`config.mk`:
```
export PLATFORM = sky130hd
export DESIGN_NAME = dt_result_scan
export DESIGN_NICKNAME = d
export VERILOG_FILES = /design/src/rtl/dt_result_scan.sv
export SDC_FILE = /design/constraint.sdc
export NUM_CORES = 1
export LEC_CHECK = 0
export ABC_AREA = 1
export CAP_MARGIN = 20
export CORE_MARGIN = 5
export CORE_UTILIZATION = 57
export DETAILED_ROUTE_END_ITERATION = 16
export HOLD_SLACK_MARGIN = 0.06
export PLACE_DENSITY = 0.92
export SLEW_MARGIN = 15
export SYNTH_ARGS = -nofsm -noshare
export SYNTH_HDL_FRONTEND = slang
export SYNTH_SLANG_ARGS = --single-unit
export TNS_END_PERCENT = 1
```
`constraint.sdc`:
```
create_clock -name clk -period 6.9 [get_ports clk]
set_input_delay 2.07 -clock clk [delete_from_list [all_inputs] [get_ports clk]]
set_output_delay 2.07 -clock clk [all_outputs]
set_load 0.05 [all_outputs]
```
`src/rtl/dt_result_scan.sv`:
```
`default_nettype none
// ============================================================================
// Module   : dt_result_scan
// Brief    : Sequential scan of the finished distance-transform result map.
//            Reads every pixel once through the res read port and reports the
//            maximum distance, the lowest address holding it, the number of
//            object (nonzero) pixels and the sum of all distances.
// Revision : 1.0 - initial release
// ============================================================================
module dt_result_scan #(
  parameter int IMG_W  = 128,
  parameter int IMG_H  = 128,
  parameter int ADDR_W = 14,
  parameter int DATA_W = 8
) (
  input  logic                     clk,
  input  logic                     rst,
  input  logic                     start,
  output logic                     res_rd,
  output logic [ADDR_W-1:0]        res_addr,
  input  logic [DATA_W-1:0]        res_di,
  output logic                     busy,
  output logic                     stat_valid,
  output logic [DATA_W-1:0]        max_val,
  output logic [ADDR_W-1:0]        max_addr,
  output logic [ADDR_W:0]          obj_cnt,
  output logic [DATA_W+ADDR_W-1:0] dist_sum
);

  localparam int                c_n    = IMG_W * IMG_H;
  localparam logic [ADDR_W-1:0] c_last = ADDR_W'(c_n - 1);
  localparam logic [ADDR_W:0]   c_one  = (ADDR_W + 1)'(1);

  localparam logic [1:0] c_st_idle  = 2'd0;
  localparam logic [1:0] c_st_read  = 2'd1;
  localparam logic [1:0] c_st_drain = 2'd2;
  localparam logic [1:0] c_st_done  = 2'd3;

  logic [1:0]              r_state;
  logic                    r_rd;
  logic [ADDR_W-1:0]       r_addr;
  logic                    r_busy;
  logic                    r_stat_valid;
  logic                    r_cap_vld;
  logic [ADDR_W-1:0]       r_cap_addr;
  logic [DATA_W-1:0]       r_max_val;
  logic [ADDR_W-1:0]       r_max_addr;
  logic [ADDR_W:0]         r_obj_cnt;
  logic [DATA_W+ADDR_W-1:0] r_dist_sum;
  logic                    w_launch;

  // A scan may only be launched from IDLE or DONE; start is ignored while busy.
  assign w_launch = start && ((r_state == c_st_idle) || (r_state == c_st_done));

  // Scan sequencer: issues addresses 0..N-1 back to back, then drains the last read.
  always_ff @(posedge clk or posedge rst) begin
    if (rst) begin
      r_state      <= c_st_idle;
      r_rd         <= 1'b0;
      r_addr       <= '0;
      r_busy       <= 1'b0;
      r_stat_valid <= 1'b0;
    end else begin
      case (r_state)
        c_st_read: begin
          if (r_addr == c_last) begin
            // Last address issued; address returns to 0 with the strobe low.
            r_state <= c_st_drain;
            r_rd    <= 1'b0;
            r_addr  <= '0;
          end else begin
            r_addr <= r_addr + 1'b1;
          end
        end
        c_st_drain: begin
          r_state      <= c_st_done;
          r_busy       <= 1'b0;
          r_stat_valid <= 1'b1;
        end
        default: begin
          if (w_launch) begin
            r_state      <= c_st_read;
            r_rd         <= 1'b1;
            r_addr       <= '0;
            r_busy       <= 1'b1;
            r_stat_valid <= 1'b0;
          end
        end
      endcase
    end
  end

  // Read data returns one cycle late, so remember which address it belongs to.
  always_ff @(posedge clk or posedge rst) begin
    if (rst) begin
      r_cap_vld  <= 1'b0;
      r_cap_addr <= '0;
    end else begin
      r_cap_vld  <= r_rd;
      r_cap_addr <= r_addr;
    end
  end

  // Statistics accumulate on returned data and are cleared when a scan launches.
  always_ff @(posedge clk or posedge rst) begin
    if (rst) begin
      r_max_val  <= '0;
      r_max_addr <= '0;
      r_obj_cnt  <= '0;
      r_dist_sum <= '0;
    end else if (w_launch) begin
      r_max_val  <= '0;
      r_max_addr <= '0;
      r_obj_cnt  <= '0;
      r_dist_sum <= '0;
    end else if (r_cap_vld) begin
      // Strict compare keeps the earliest (lowest) address on ties.
      if (res_di > r_max_val) begin
        r_max_val  <= res_di;
        r_max_addr <= r_cap_addr;
      end
      if (res_di != '0) begin
        r_obj_cnt <= r_obj_cnt + c_one;
      end
      r_dist_sum <= r_dist_sum + {{ADDR_W{1'b0}}, res_di};
    end
  end

  assign res_rd     = r_rd;
  assign res_addr   = r_addr;
  assign busy       = r_busy;
  assign stat_valid = r_stat_valid;
  assign max_val    = r_max_val;
  assign max_addr   = r_max_addr;
  assign obj_cnt    = r_obj_cnt;
  assign dist_sum   = r_dist_sum;

endmodule
`default_nettype wire

```
; ---- After elaboration in Yosys (flattened, before gate mapping)
; Cells that the tools add are included.
[op_classes]
n_addsub = 3
n_lt_le_gt_ge = 1
n_eq_ne = 5
muxes = 23
n_bitwise = 2
reduce_logical = 16
[op_table]
columns = cell, n
row1 = 14-bit 2-to-1 mux, 5
row2 = 15-bit 2-to-1 mux, 3
row3 = 22-bit 2-to-1 mux, 2
row4 = 14-bit one-hot mux with 2 select lines, 1
row5 = 8-bit 2-to-1 mux, 3
row6 = 22-bit by 8-bit adder with 22-bit output, 1
row7 = "15-bit by 1-bit adder with 15-bit output, second input constant", 1
row8 = "14-bit by 1-bit adder with 14-bit output, second input constant", 1
row9 = "14-bit equality test, second input constant", 1
row10 = 2-bit AND reduction, 5
row11 = 2-bit nonzero test, 5
row12 = 8-bit > comparator, 1
row13 = 8-bit nonzero test, 1
row14 = 1-bit one-hot mux with 2 select lines, 3
row15 = "2-bit equality test, second input constant", 2
row16 = 2-bit 2-to-1 mux, 2
row17 = 2-bit one-hot mux with 2 select lines, 1
row18 = 1-bit 2-to-1 mux, 3
row19 = 3-bit AND reduction, 1
row20 = 3-bit nonzero test, 1
row21 = "2-bit by 1-bit equality test with 1-bit output, second input constant", 1
row22 = 2-bit logical NOT, 1
row23 = "2-bit inequality test, second input constant", 1
row24 = 1-bit inverter, 2
row25 = 2 further kinds, 2
[word_totals]
register_bits = 93
input_bits = 11
out_inout_bits = 76
elab_cells = 61

; ---- Logic depth before layout (Yosys ltp)
[depth]
ltp_word = 5
ltp_mapped = 12
mapped_depth_nobuf = 11

; ---- Least setup slack after synthesis
; Ideal clock, no wire load.
[synth_timing]
kind = in2reg
start = input res_di[0]
end = register r_dist_sum[16], in the netlist dist_sum[16]
setup_ns = 0.088
arrival_ns = 3.321
t_required_ns = 6.812
setup_slack_ns = 3.490
path_stages = 8
path_buffers = 0
cell_sequence = ha_1 -> fa_1 -> nand3_1 -> nand3_1 -> nand2_1 -> nand2_1 -> nand3_1 -> nor3b_1
[synth_between]
elab_chain_cells = 3
[synth_rtl]
columns = item, line_no
row1 = from (decl), 21  ; input logic [DATA_W-1:0] res_di,
row2 = 22-bit by 8-bit adder with 22-bit output, 125  ; r_dist_sum <= r_dist_sum + {{ADDR_W{1'b0}}, res_di};
row3 = 22-bit 2-to-1 mux, 116  ; end else if (r_cap_vld) begin
row4 = 22-bit 2-to-1 mux, 111  ; end else if (w_launch) begin
row5 = to (signal assigned), 125
row6 = to (decl), 49  ; logic [DATA_W+ADDR_W-1:0] r_dist_sum;
; No other way between the ends. The select of a mux whose other input is x is not followed.
; A chain may end at the register's enable or synchronous reset.

; ---- Worst setup path in the final report
[layout_timing]
start = input res_di[1]
end = register r_max_addr[9], in the netlist max_addr[9]
[layout_between]
elab_chain_cells = 3
[layout_rtl]
columns = item, line_no
row1 = 8-bit > comparator, 118  ; if (res_di > r_max_val) begin
row2 = 2-bit nonzero test (no line), -
row3 = 2-bit AND reduction (no line), -
row4 = to (signal assigned), 120  ; r_max_addr <= r_cap_addr;
row5 = to (decl), 47  ; logic [ADDR_W-1:0] r_max_addr;
; No other way between the ends.

==> summary.txt <==
Run status
  • Outcome: finished, final reports clean

Global route
  • First-pass GRT wire length: around 22 mm
  • Total global-route track usage: 0.243
  • Vias in the first global route: around 4,600
  • Largest net degree at the start of global routing: 85
  • Overflow left after global routing: 0
  • Met3 track demand over resource: 0.0646
  • M1 GR Usage: 0.309
  • Antenna violations before repair: 0
  • GR Layer Usage met2: 0.404
  • Most Crowded Layer GR: met2

Synthesis
  • Number of enable flip-flop cells after synthesis: 0
  • Library cells used by synthesis: 37
  • Post-Synthesis Cells: approximately 630
  • Async SR Flop Fraction: 1.00
  • Yosys Warn Count: 0
  • Fraction of synthesized cell area taken by the top area cell type: 0.463
  • Sequential cell area fraction in the yosys report: 0.463
  • Yosys top cell by area: dfrtp_1
  • Leading cell types by total area after synthesis: dfrtp_1, nand2_1, nand3_1, ha_1, inv_1
  • Flip-flop and latch count after synthesis: 93
  • Netlist area before placement: a little over 5000 µm²
  • Synthesized net count: 664
  • Flip-flop cell with the highest count after synthesis: dfrtp_1
  • Synthesized area per cell: 7.97 µm²

Setup path
  • Kind of end point of the critical path: flip-flop
  • Worst endpoint required time: approximately 7000 ps
  • Endpoint of the worst-slack reg-to-reg timing path: max_addr[9]$_DFFE_PP0P_
  • Highest net fanout along the worst path: 23
  • R2r worst-path depth: 9
  • Element type at the critical path start: input port
  • Worst reg2reg setup slack: between 4000 and 5000 ps
  • Worst Path Class, Setup: input port to flip-flop
  • Worst path arrival time: a little over 5000 ps
  • Reg-to-reg startpoint: max_val[3]$_DFFE_PP0P_

STA
  • Setup skew after layout: roughly 12 ps
  • Total negative slack for setup checks: 0 ps
  • Number of hold violations in the final report: 0
  • Period minus WS final: ~4700 ps
  • Tcrit/Tclk final: 0.688
  • FMAX: 211 MHz
  • Worst-margin pin slew: just under 1000 ps
  • Relative slew slack: 0.345
  • Fin. max-slew vios: 0
  • Number of failing setup endpoints in the final timing report: 0
  • RSZ-0062 raised after global routing: false

Clocking
  • Number of clock sinks: between 90 and 100
  • Clock-pin slew of the registers on the worst-case setup and hold paths: roughly 90 ps
  • H-Tree Depth: 3
  • Clock buffers created by TritonCTS: 9
  • PostCTS Resize Cnt: 0
  • CTS tree: yes
  • Number of buffers inserted for hold repair after clock tree synthesis: 0
  • Maximum number of buffers from clock root to sink: 2
  • Master cell of the clock root buffer: clkbuf_8
  • Number of setup buffers added after CTS: 0
  • Clock network latency to the later pin of the worst-skew pair: 370 ps

Place
  • Buffers on Ports: 86
  • Post-DP HPWL: 9.45 mm
  • Final Wtd Congestion: between 0.9 and 1
  • Standard cell area after detailed placement: slightly below 6000 µm²

Final layout
  • Layout cell share with drive strength beyond 1: 0.0571
  • Synth-to-layout area growth: 22.6%
  • Final cell area excluding filler cells: just over 6000 µm²
  • Layout Nets: 746
  • Number of diodes: 0

Routing
  • Post-route ant nets: 0
  • DR vias: approximately 4,800
  • Average via count per standard cell: roughly 5.8
  • Pre-Repair DR Iteration Count: 5
  • DRC violations left: 0
  • Routed wirelength normalized by instance count: ~16 µm
  • Iteration-0 DRC count of the detailed router: ~350
  • Sum of routed wire length over all layers: approximately 13 mm

Power
  • Clock group share of total power: 0.163
  • Pwr per Cell Area: roughly 380 nW/µm²
  • Share of total power in sequential cells: 0.326
  • Switching power as a share of total power: 0.497
  • Leakage power of the design: approximately 2.9 nW
  • Sw power: about 1.2 mW
  • Relative contribution of combinational cells to total power: 0.511
  • Total internal power: approximately 1.2 mW
  • Maximum resistive drop on vdd: around 0.00042 V

Floorplan
  • Die area: 10,800 µm²
  • Initial Utilization: 0.579
  • Die Y: just over 100 µm
  • Core outline area: 8680 µm²
  • Width of the chip: 104 µm
  • Number of standard-cell rows in the floorplan: 34
  • Number of top-level pins: 87

Hold path
  • Hold-critical path depth: 0
  • Hold Path Origin: res_rd$_DFFE_PP0P_
  • Class of the worst hold path: flip-flop to flip-flop
  • Endpoint of the worst hold-timing path: r_cap_vld$_DFF_PP0_

Run
  • Maximum capacitance violations: 0
cells by family after synthesis:
logic type | synth area share
AOI/OAI and AO/OA | 0.0679
xor gates and xnor gates | 0.0157
adders and majority gates | 0.0562
buffers and inverters | 0.0712
DFF | 0.463
and+or+nand+nor | 0.326
how the worst max path moves through the flow:
| stage | start | end | slack (ps) | cells after the start |
|---|---|---|---|---|
| after CTS | res_di[1] | max_addr[9]$_DFFE_PP0P_ | 2180 | 9 |
| after detailed placement | res_di[1] | max_addr[9]$_DFFE_PP0P_ | 1820 | 9 |
| after floorplan | rst | busy$_DFFE_PP0P_ | 2410 | 1 |
| after global placement | res_di[1] | max_addr[5]$_DFFE_PP0P_ | 2040 | 9 |
| final | res_di[1] | max_addr[9]$_DFFE_PP0P_ | 2150 | 9 |
| after global routing | res_di[1] | max_addr[9]$_DFFE_PP0P_ | 1890 | 9 |
metrics by stage:
step / instances / setup slack [ps] / hold slack [ps] / util / power (mW)
floorplan: 631 / 2410 / 469 / - / 1.63
global placement: 810 / 2040 / 417 / 0.686 / 1.91
detailed placement: 810 / 1820 / 417 / 0.686 / 1.96
CTS: 826 / 2180 / 441 / 0.710 / 2.34
global route: 826 / 1890 / 462 / 0.710 / 2.49
finish: 826 / 2150 / 448 / 0.710 / 2.34
routing by layer:
metal  part of all wire  up-vias
met4              0.023        0
met2               0.49      228
met5                  0        -
met1               0.41     2239
li1                   -     2252
met3              0.079       31
layout by cell type, fill, tap and decap left out, drive strengths merged, types with 5 or more instances in the layout:
master         instances
inv                   70
clkbuf                10
dfrtp                 93
clkdlybuf4s50         86
nand3                 67
nand4                 38
o21ai                 31
nand2                158
a21oi                 25
ha                    21
nor3                  20
xnor2                  5
nor2                  69
state kept, by name, indices dropped and copies added, names as in the netlist:
signal	count
obj_cnt	15
res_rd	1
res_addr	14
busy	1
dist_sum	22
r_state	2
stat_valid	1
r_cap_addr	14
max_addr	14
r_cap_vld	1
max_val	8
layout make-up:
cell class	instances	area, µm²
multi-input combinational	450	2340
fill	662	2510
inverter	71	269
clock inverter	6	71.3
tap	108	135
timing repair buffer	88	880
sequential	93	2330
clock buffer	10	138
power by group through the flow:
stage	sequential [mW]	combinational, mW	clock, mW
global placement	0.763	1.15	0
global route	0.777	1.30	0.411
CTS	0.761	1.19	0.387
finish	0.764	1.19	0.381
floorplan	1.03	0.599	0
detailed placement	0.769	1.19	0
synthesized netlist by cell type (2+ instances only):
library cell / n
nand2_1: 153
dfrtp_1: 93
inv_1: 68
nand3_1: 65
nor2_1: 64
nand4_1: 38
o21ai_0: 25
a21oi_1: 23
ha_1: 21
nor3_1: 16
buf_2: 9
o21ai_1: 6
xnor2_1: 5
clkbuf_1: 4
nor3_2: 4
xor2_1: 4
nand2_2: 3
nor2_4: 3
a22o_1: 2
buf_1: 2
buf_6: 2
inv_2: 2
nand2_4: 2
nand3_2: 2
nor2_2: 2
nor3b_1: 2
worst max-delay path: stages:
cell	delay, ps
clkdlybuf4s50_1	630
ha_1	300
a21oi_1	150
o21ai_0	110
nand2_1	80
nand3_1	580
nand2_1	820
nand3_1	180
nand2_1	110
Power figures use the tool's default switching activity.
